### src/rtl/muldiv_pkg.sv
`default_nettype none
// ============================================================================
// Module   : muldiv_pkg
// Purpose  : Shared types, constants and helpers for the iterative RV32M
//            multiply/divide unit.
// Revision : 1.0 - initial release
// ============================================================================
package muldiv_pkg;

  // funct3 encodings of the M-extension operations
  typedef enum logic [2:0] {
    OP_MUL    = 3'b000,
    OP_MULH   = 3'b001,
    OP_MULHSU = 3'b010,
    OP_MULHU  = 3'b011,
    OP_DIV    = 3'b100,
    OP_DIVU   = 3'b101,
    OP_REM    = 3'b110,
    OP_REMU   = 3'b111
  } op_t;

  // Sequencer states
  typedef enum logic [2:0] {
    S_IDLE = 3'd0,
    S_PREP = 3'd1,
    S_RUN  = 3'd2,
    S_FIX  = 3'd3,
    S_DONE = 3'd4
  } state_t;

  localparam int          ITER    = 32;
  localparam logic [31:0] INT_MIN = 32'h8000_0000;

  // Two's-complement negate
  function automatic logic [31:0] neg32(input logic [31:0] x);
    return ~x + 32'd1;
  endfunction

endpackage
`default_nettype wire

### src/rtl/muldiv_iter.sv
`default_nettype none
// ============================================================================
// Module   : muldiv_iter
// Purpose  : Iterative RV32M multiply/divide unit. Latches operands, runs a
//            32-step shift-add multiply or restoring divide on magnitudes,
//            fixes signs / special cases, then writes the register file once.
// Revision : 1.0 - initial release
// ============================================================================
module muldiv_iter
  import muldiv_pkg::*;
#(
  parameter int XLEN = 32
) (
  input  logic            clk,
  input  logic            reset,
  input  logic            start,
  input  logic [2:0]      funct3,
  input  logic [4:0]      rd,
  input  logic [XLEN-1:0] a,
  input  logic [XLEN-1:0] b,
  output logic            busy,
  output logic            done,
  output logic            we3,
  output logic [4:0]      a3,
  output logic [XLEN-1:0] wd3
);

  state_t      state_q, state_d;
  op_t         op_q, op_d;
  logic [4:0]  rd_q, rd_d;
  logic [31:0] a_q, a_d, b_q, b_d;        // operands as latched
  logic [31:0] opa_q, opa_d, opb_q, opb_d; // working magnitudes
  logic        sa_q, sa_d, sb_q, sb_d;    // operand signs
  logic        dz_q, dz_d, ovf_q, ovf_d;  // special-case flags
  logic [63:0] acc_q, acc_d;              // product, or {remainder, quotient}
  logic [4:0]  cnt_q, cnt_d;
  logic [31:0] res_q, res_d;

  logic        busy_q, busy_d, done_q, done_d, we3_q, we3_d;
  logic [4:0]  a3_q, a3_d;
  logic [31:0] wd3_q, wd3_d;

  // Datapath helpers
  logic        is_div, sgn_a, sgn_b, qbit;
  logic [32:0] mul_sum, div_pr;
  logic [33:0] div_diff;
  logic [63:0] prod_s;
  logic [31:0] quo_s, rem_s;
  logic        unused_bits;

  assign is_div = op_q inside {OP_DIV, OP_DIVU, OP_REM, OP_REMU};
  assign sgn_a  = op_q inside {OP_MULH, OP_MULHSU, OP_DIV, OP_REM};
  assign sgn_b  = op_q inside {OP_MULH, OP_DIV, OP_REM};

  // Multiply step: add multiplicand into the upper half, then shift right
  assign mul_sum = {1'b0, acc_q[63:32]} + (opb_q[0] ? {1'b0, opa_q} : 33'd0);

  // Divide step: bring in next dividend bit, trial-subtract the divisor
  assign div_pr   = {acc_q[63:32], opa_q[31]};
  assign div_diff = {1'b0, div_pr} - {2'b00, opb_q};
  assign qbit     = ~div_diff[33];
  // A successful subtraction always leaves a remainder below 2^32
  assign unused_bits = div_diff[32];

  assign prod_s = (sa_q ^ sb_q) ? (~acc_q + 64'd1) : acc_q;
  assign quo_s  = (sa_q ^ sb_q) ? neg32(acc_q[31:0]) : acc_q[31:0];
  assign rem_s  = sa_q ? neg32(acc_q[63:32]) : acc_q[63:32];

  // State register
  always_ff @(posedge clk or posedge reset) begin
    if (reset) state_q <= S_IDLE;
    else       state_q <= state_d;
  end

  // Next-state sequencing
  always_comb begin
    state_d = state_q;
    case (state_q)
      S_IDLE: if (start) state_d = S_PREP;
      S_PREP: state_d = S_RUN;
      S_RUN:  if (cnt_q == 5'(ITER - 1)) state_d = S_FIX;
      S_FIX:  state_d = S_DONE;
      S_DONE: state_d = S_IDLE;
      default: state_d = S_IDLE;
    endcase
  end

  // Datapath and registered-output next values
  always_comb begin
    op_d  = op_q;   rd_d  = rd_q;  a_d   = a_q;   b_d   = b_q;
    opa_d = opa_q;  opb_d = opb_q; sa_d  = sa_q;  sb_d  = sb_q;
    dz_d  = dz_q;   ovf_d = ovf_q; acc_d = acc_q; cnt_d = cnt_q;
    res_d = res_q;
    case (state_q)
      S_IDLE: begin
        if (start) begin
          op_d = op_t'(funct3);
          rd_d = rd;
          a_d  = a[31:0];
          b_d  = b[31:0];
        end
      end
      S_PREP: begin
        sa_d  = sgn_a & a_q[31];
        sb_d  = sgn_b & b_q[31];
        opa_d = sa_d ? neg32(a_q) : a_q;
        opb_d = sb_d ? neg32(b_q) : b_q;
        acc_d = 64'd0;
        cnt_d = 5'd0;
        dz_d  = (b_q == 32'd0);
        ovf_d = (op_q inside {OP_DIV, OP_REM}) && (a_q == INT_MIN) &&
                (b_q == 32'hFFFF_FFFF);
      end
      S_RUN: begin
        cnt_d = cnt_q + 5'd1;
        if (is_div) begin
          acc_d = {(qbit ? div_diff[31:0] : div_pr[31:0]), acc_q[30:0], qbit};
          opa_d = {opa_q[30:0], 1'b0};
        end else begin
          acc_d = {mul_sum, acc_q[31:1]};
          opb_d = {1'b0, opb_q[31:1]};
        end
      end
      S_FIX: begin
        case (op_q)
          OP_MUL:                       res_d = prod_s[31:0];
          OP_MULH, OP_MULHSU, OP_MULHU: res_d = prod_s[63:32];
          OP_DIV, OP_DIVU:              res_d = dz_q ? 32'hFFFF_FFFF :
                                                ovf_q ? INT_MIN : quo_s;
          default:                      res_d = dz_q ? a_q :
                                                ovf_q ? 32'd0 : rem_s;
        endcase
      end
      default: ;
    endcase

    done_d = (state_q == S_DONE);
    we3_d  = done_d && (rd_q != 5'd0);
    a3_d   = done_d ? rd_q  : a3_q;
    wd3_d  = done_d ? res_q : wd3_q;
    busy_d = (state_d != S_IDLE) || done_d;
  end

  // Datapath and output registers
  always_ff @(posedge clk or posedge reset) begin
    if (reset) begin
      op_q  <= OP_MUL; rd_q  <= '0; a_q   <= '0; b_q   <= '0;
      opa_q <= '0;     opb_q <= '0; sa_q  <= 1'b0; sb_q <= 1'b0;
      dz_q  <= 1'b0;   ovf_q <= 1'b0; acc_q <= '0; cnt_q <= '0;
      res_q <= '0;
      busy_q <= 1'b0; done_q <= 1'b0; we3_q <= 1'b0;
      a3_q   <= '0;   wd3_q  <= '0;
    end else begin
      op_q  <= op_d;  rd_q  <= rd_d;  a_q   <= a_d;   b_q   <= b_d;
      opa_q <= opa_d; opb_q <= opb_d; sa_q  <= sa_d;  sb_q  <= sb_d;
      dz_q  <= dz_d;  ovf_q <= ovf_d; acc_q <= acc_d; cnt_q <= cnt_d;
      res_q <= res_d;
      busy_q <= busy_d; done_q <= done_d; we3_q <= we3_d;
      a3_q   <= a3_d;   wd3_q  <= wd3_d;
    end
  end

  assign busy = busy_q;
  assign done = done_q;
  assign we3  = we3_q;
  assign a3   = a3_q;
  assign wd3  = XLEN'(wd3_q);

endmodule
`default_nettype wire

### config.mk
export PLATFORM = sky130hd
export DESIGN_NAME = muldiv_iter
export DESIGN_NICKNAME = d
export VERILOG_FILES = /design/src/rtl/muldiv_pkg.sv /design/src/rtl/muldiv_iter.sv
export SDC_FILE = /design/constraint.sdc
export NUM_CORES = 1
export LEC_CHECK = 0
export CORE_MARGIN = 10
export CORE_UTILIZATION = 55
export CTS_BUF_LIST = sky130_fd_sc_hd__clkbuf_8
export DETAILED_ROUTE_END_ITERATION = 10
export PLACE_DENSITY = 0.83
export SKIP_CTS_REPAIR_TIMING = 1
export SYNTH_ARGS = -nofsm -noshare
export SYNTH_HDL_FRONTEND = slang
export SYNTH_SLANG_ARGS = --single-unit
### constraint.sdc
create_clock -name clk -period 28.7 [get_ports clk]
set_input_delay 4.305 -clock clk [delete_from_list [all_inputs] [get_ports clk]]
set_output_delay 4.305 -clock clk [all_outputs]
set_load 0.005 [all_outputs]
Word level (Yosys, flattened, before mapping)
Cells that the tools add are included.
{ "totals": {"wordCells": 93, "input_bits": 75, "out_inout_bits": 40, "ff_bits": 284} }
{ "op_classes": {"reduce_logical": 19, "add_sub_neg": 8, "eq_ne": 16, "n_mux": 22, "bitwise_logic": 9} }
{ "op_table": {"columns": ["operator", "n"], "rows": [
  ["$mux 32", 12],
  ["$add 32x1->32 const B", 4],
  ["$mux 64", 2],
  ["$not 32->32", 4],
  ["$pmux 32 s2", 2],
  ["$pmux 64 s2", 1],
  ["$pmux 32 s3", 1],
  ["$add 64x1->64 const B", 1],
  ["$eq 32x32->1 const B", 2],
  ["$not 64->64", 1],
  ["$sub 33x32->34", 1],
  ["$add 32x32->33", 1],
  ["$logic_not 32->1", 1],
  ["$eq 3x3->1 const B", 5],
  ["$eq 3x2->1 const B", 4],
  ["$pmux 3 s4", 1],
  ["$pmux 5 s2", 1],
  ["$reduce_bool 4->1", 2],
  ["$eq 3x1->1 const B", 2],
  ["$logic_not 3->1", 2],
  ["$mux 3", 2],
  ["$reduce_and 2->1", 3],
  ["$reduce_bool 3->1", 2],
  ["$add 5x1->5 const B", 1],
  ["11 further kinds", 16]
]} }

Logic depth before layout (Yosys ltp)
{ "depth": {"word_depth": 6, "mapped_depth": 14, "depth_no_buf": 13} }

Least setup slack after synthesis
No wires, ideal clock.
{ "synth_path": {"path_kind": "in2reg", "from": "input start", "to": "register a_q[10]", "setup_slack_ns": 22.925, "t_required_ns": 28.575, "arrival_ns": 5.651, "setup_time_ns": 0.125, "n_path_buf": 1, "stages": 3, "cell_sequence": "nor4b_1 > clkbuf_1 > mux2_2"} }
{ "synth_between": {"elab_chain_len": 1} }
{ "synth_lines": {"columns": ["item", "line", "source"], "rows": [
  ["from (decl)", "muldiv_iter.sv:16", "input logic start,"],
  ["$reduce_and 2->1 (no line)", null, null],
  ["to (signal assigned)", "muldiv_iter.sv:147", "op_q <= OP_MUL; rd_q <= '0; a_q <= '0; b_q <= '0;"],
  ["to (signal assigned)", "muldiv_iter.sv:154", "op_q <= op_d; rd_q <= rd_d; a_q <= a_d; b_q <= b_d;"],
  ["to (decl)", "muldiv_iter.sv:31", "logic [31:0] a_q, a_d, b_q, b_d;"]
]} }
Every way passes these cells.
A chain may end at the register's enable or synchronous reset.

==> impl_results.md <==
- Fin nets: 2444
- Slew Viols, Final: 0
- First-pass GRT wire length: 95900 um
- Routed WL per cell: 21.6 um
- Area share of the largest cell type after synthesis: 36.0%
- TritonCTS Buffers: 49
- CP Capture Type: async pin
- Final critical-path required period: 5930 ps
- First drt pass iteration count: 6
- Initial antenna violation count: 1
- Pwr dens: 132 nW/um^2
- Flop2flop setup slack: 24270 ps
- Mean Syn Cell Area: 8.70 sq um
- Die width: 210 um
- Distinct cell type count after synthesis: 78
- Routability cong.: 0.961
- Starting density of the core: 55.7%
- Routed vias: 17800
- Reg-to-Reg Start: opb_q[0]$_DFFE_PP0P_
- Antenna-violating nets left: 0
- Reg2Reg Depth: 10
- Number of global-route vias before repair: 17200
- Reg-to-Reg End: acc_q[39]$_DFFE_PP0P_
- Sequential area share after synthesis: 36.0%
- Share of cells above drive strength 1: 10.7%
- Number of flops mapped to enable cells by yosys: 0
- Asr flop ratio synth: 100%
- Tot Pwr: 2.93 mW
- Drc violations: 0
- CTS clk-pin slew, worst paths: 60 ps
- DRT iter0 DRCs: 1454
- FF+latch count, synth: 284
- Startpoint types: input pin
- CP Data Arrival Time: 6470 ps
- CTS tree: built
- Grt peak-use layer: met2
- Setup TNS: 0 ps
- Worst Hold Class: register to register
- Vert. Die Dim: 210 um
- Clk sinks: 284
- Most frequent cells in the layout: dfrtp_1 (283), nand2_1 (211), o21ai_0 (204)
- Clock Latency Late Sink: 620 ps
- RSZ-0062 raised after global routing: no
- Layout area overhead: 12.1%
- M3 GR Usage: 4.11%
- Final wirelength: 60400 um
- Commonest non-fill, non-tap cell in the layout: dfrtp_1
- # IOs: 115
- Status: completed
- Hold Path Sink: res_q[1]$_DFFE_PP0P_
- Met1 Use GR: 33.3%
- Post-Syn Area: 19800 sq um
- Max VDD drop: 74.7 uV
- Global Route Usage Sum: 26.7%
- Top post-synthesis cells by area: dfrtp_1 (36%), mux2_2 (5.9%), o21ai_0 (5.2%), a21oi_1 (5.1%), xnor2_1 (5.1%)
- Slew HR: 24.3%
- Worst slew pin tran: 1130 ps
- Crit share post-route: 20.7%
- Placed wire-length estimate: 44400 um
- Leak: 9.53 nW
- Die footprint: 43900 sq um
- Clock skew: 30.3 ps
- Total of max-cap violations: 0
- Row cnt: 69
- Largest net degree at the start of global routing: 135
- Critical Path RT: 29240 ps
- Worst Path Max Fanout: 134
- Met2 Track Usage GR: 45.2%
- Root buffer cell: clkbuf_8
- H-tree levels: 2
- Total gr overflow: 0
- HP Start: res_q[1]$_DFFE_PP0P_
- Clk buf depth: 3
- Hold Crit Depth: 2
- Ys Warns: 0
- WS Path Type: input pin to async pin
- Max frequency: 169 MHz
- Final Setup Violations: 0
- Core outline area: 35500 sq um
- Main synth FF type: dfrtp_1
- N_diodes: 0
- I/O Buffers: 114
- Gate Count Post-Synth: 2272
- Vias per cell: 6.36
- Yosys top cell by area: dfrtp_1
- Syn_nets: 2421
- Final hold violations: 0
## how the worst max path moves through the flow
stage / startpoint / to / depth (start not counted)
floorplan: reset / a3[0]$_DFFE_PP0P_ / 1
global placement: reset / op_q[2]$_DFFE_PP0P_ / 3
detailed placement: reset / op_q[2]$_DFFE_PP0P_ / 3
CTS: reset / op_q[2]$_DFFE_PP0P_ / 3
global route: reset / op_q[2]$_DFFE_PP0P_ / 3
finish: reset / op_q[2]$_DFFE_PP0P_ / 3
## Yosys cell counts (4+ instances only)
cell type / count
a211oi_1: 23
a21o_1: 32
a21oi_1: 201
a221oi_1: 59
a22o_1: 5
a22oi_1: 13
a31oi_1: 15
and2_1: 38
and3_1: 15
buf_1: 12
buf_2: 6
clkbuf_1: 141
dfrtp_1: 284
ha_1: 72
inv_1: 74
mux2_2: 103
mux2i_1: 48
nand2_1: 211
nand2b_1: 21
nand3_1: 27
nand3b_1: 7
nand4_1: 20
nand4b_1: 4
nor2_1: 166
nor2b_1: 7
nor3_1: 37
nor3b_1: 5
nor4_1: 20
o211ai_1: 16
o21a_1: 11
o21ai_0: 205
o21ai_1: 8
o21bai_1: 7
o221ai_1: 7
o22ai_1: 6
o311ai_0: 4
o31ai_1: 29
o41ai_1: 15
or2_2: 9
or3_1: 24
or4_1: 11
or4_4: 4
or4b_2: 4
xnor2_1: 114
xor2_1: 75
## worst max-delay path, cell delays in order
cell,delay [ps]
clkdlybuf4s50_1,490
inv_8,670
buf_4,900
## cells by family after synthesis
family | Yosys count | synth area share [%]
AOI/OAI and AO/OA | 686 | 21.6
xor gates and xnor gates | 189 | 8.38
adders and majority gates | 74 | 4.76
buffers and inverters | 238 | 4.69
DFF | 284 | 36.0
muxes | 151 | 8.30
and+or+nand+nor | 650 | 16.3
## registers in the layout (all words and copies together) (netlist names), 5 cells and up
| signal | cells |
|---|---|
| acc_q | 64 |
| a_q | 32 |
| b_q | 32 |
| opa_q | 32 |
| opb_q | 32 |
| res_q | 32 |
| wd3 | 32 |
| a3 | 5 |
| cnt_q | 5 |
| rd_q | 5 |
## cell type report
class                   instances  area (sq um)
fillers                      2988         13300
well taps                     461           577
flip-flops and latches        284          7110
clock buffers                  58           798
inverters                      75           289
multi-input cells            1750         11800
repair buffers                135          1300
clock inverters                33           290
## power breakdown
group	leakage [nW]	internal [mW]	switching (mW)
clock network	0.610	0.231	0.180
registers	3.57	0.568	0.263
logic	5.35	0.692	0.996
## layer usage
| metal | routed length, um | vias up |
|---|---|---|
| met5 | 0 | - |
| li1 | - | 8269 |
| met4 | 2310 | 0 |
| met1 | 24400 | 8602 |
| met3 | 4250 | 144 |
| met2 | 29500 | 774 |
## through the flow
step	setup slack (ps)	hold WS (ps)	std cells	utilization (%)	instance area (sq um)
CTS	22680	482	2796	62.4	22100
floorplan	16560	443	2272	-	19800
global route	22430	520	2796	62.4	22100
global placement	22100	464	2705	59.3	21100
finish	22770	483	2796	62.4	22100
detailed placement	22020	471	2705	59.3	21100
(Power assumes the default switching activity.)
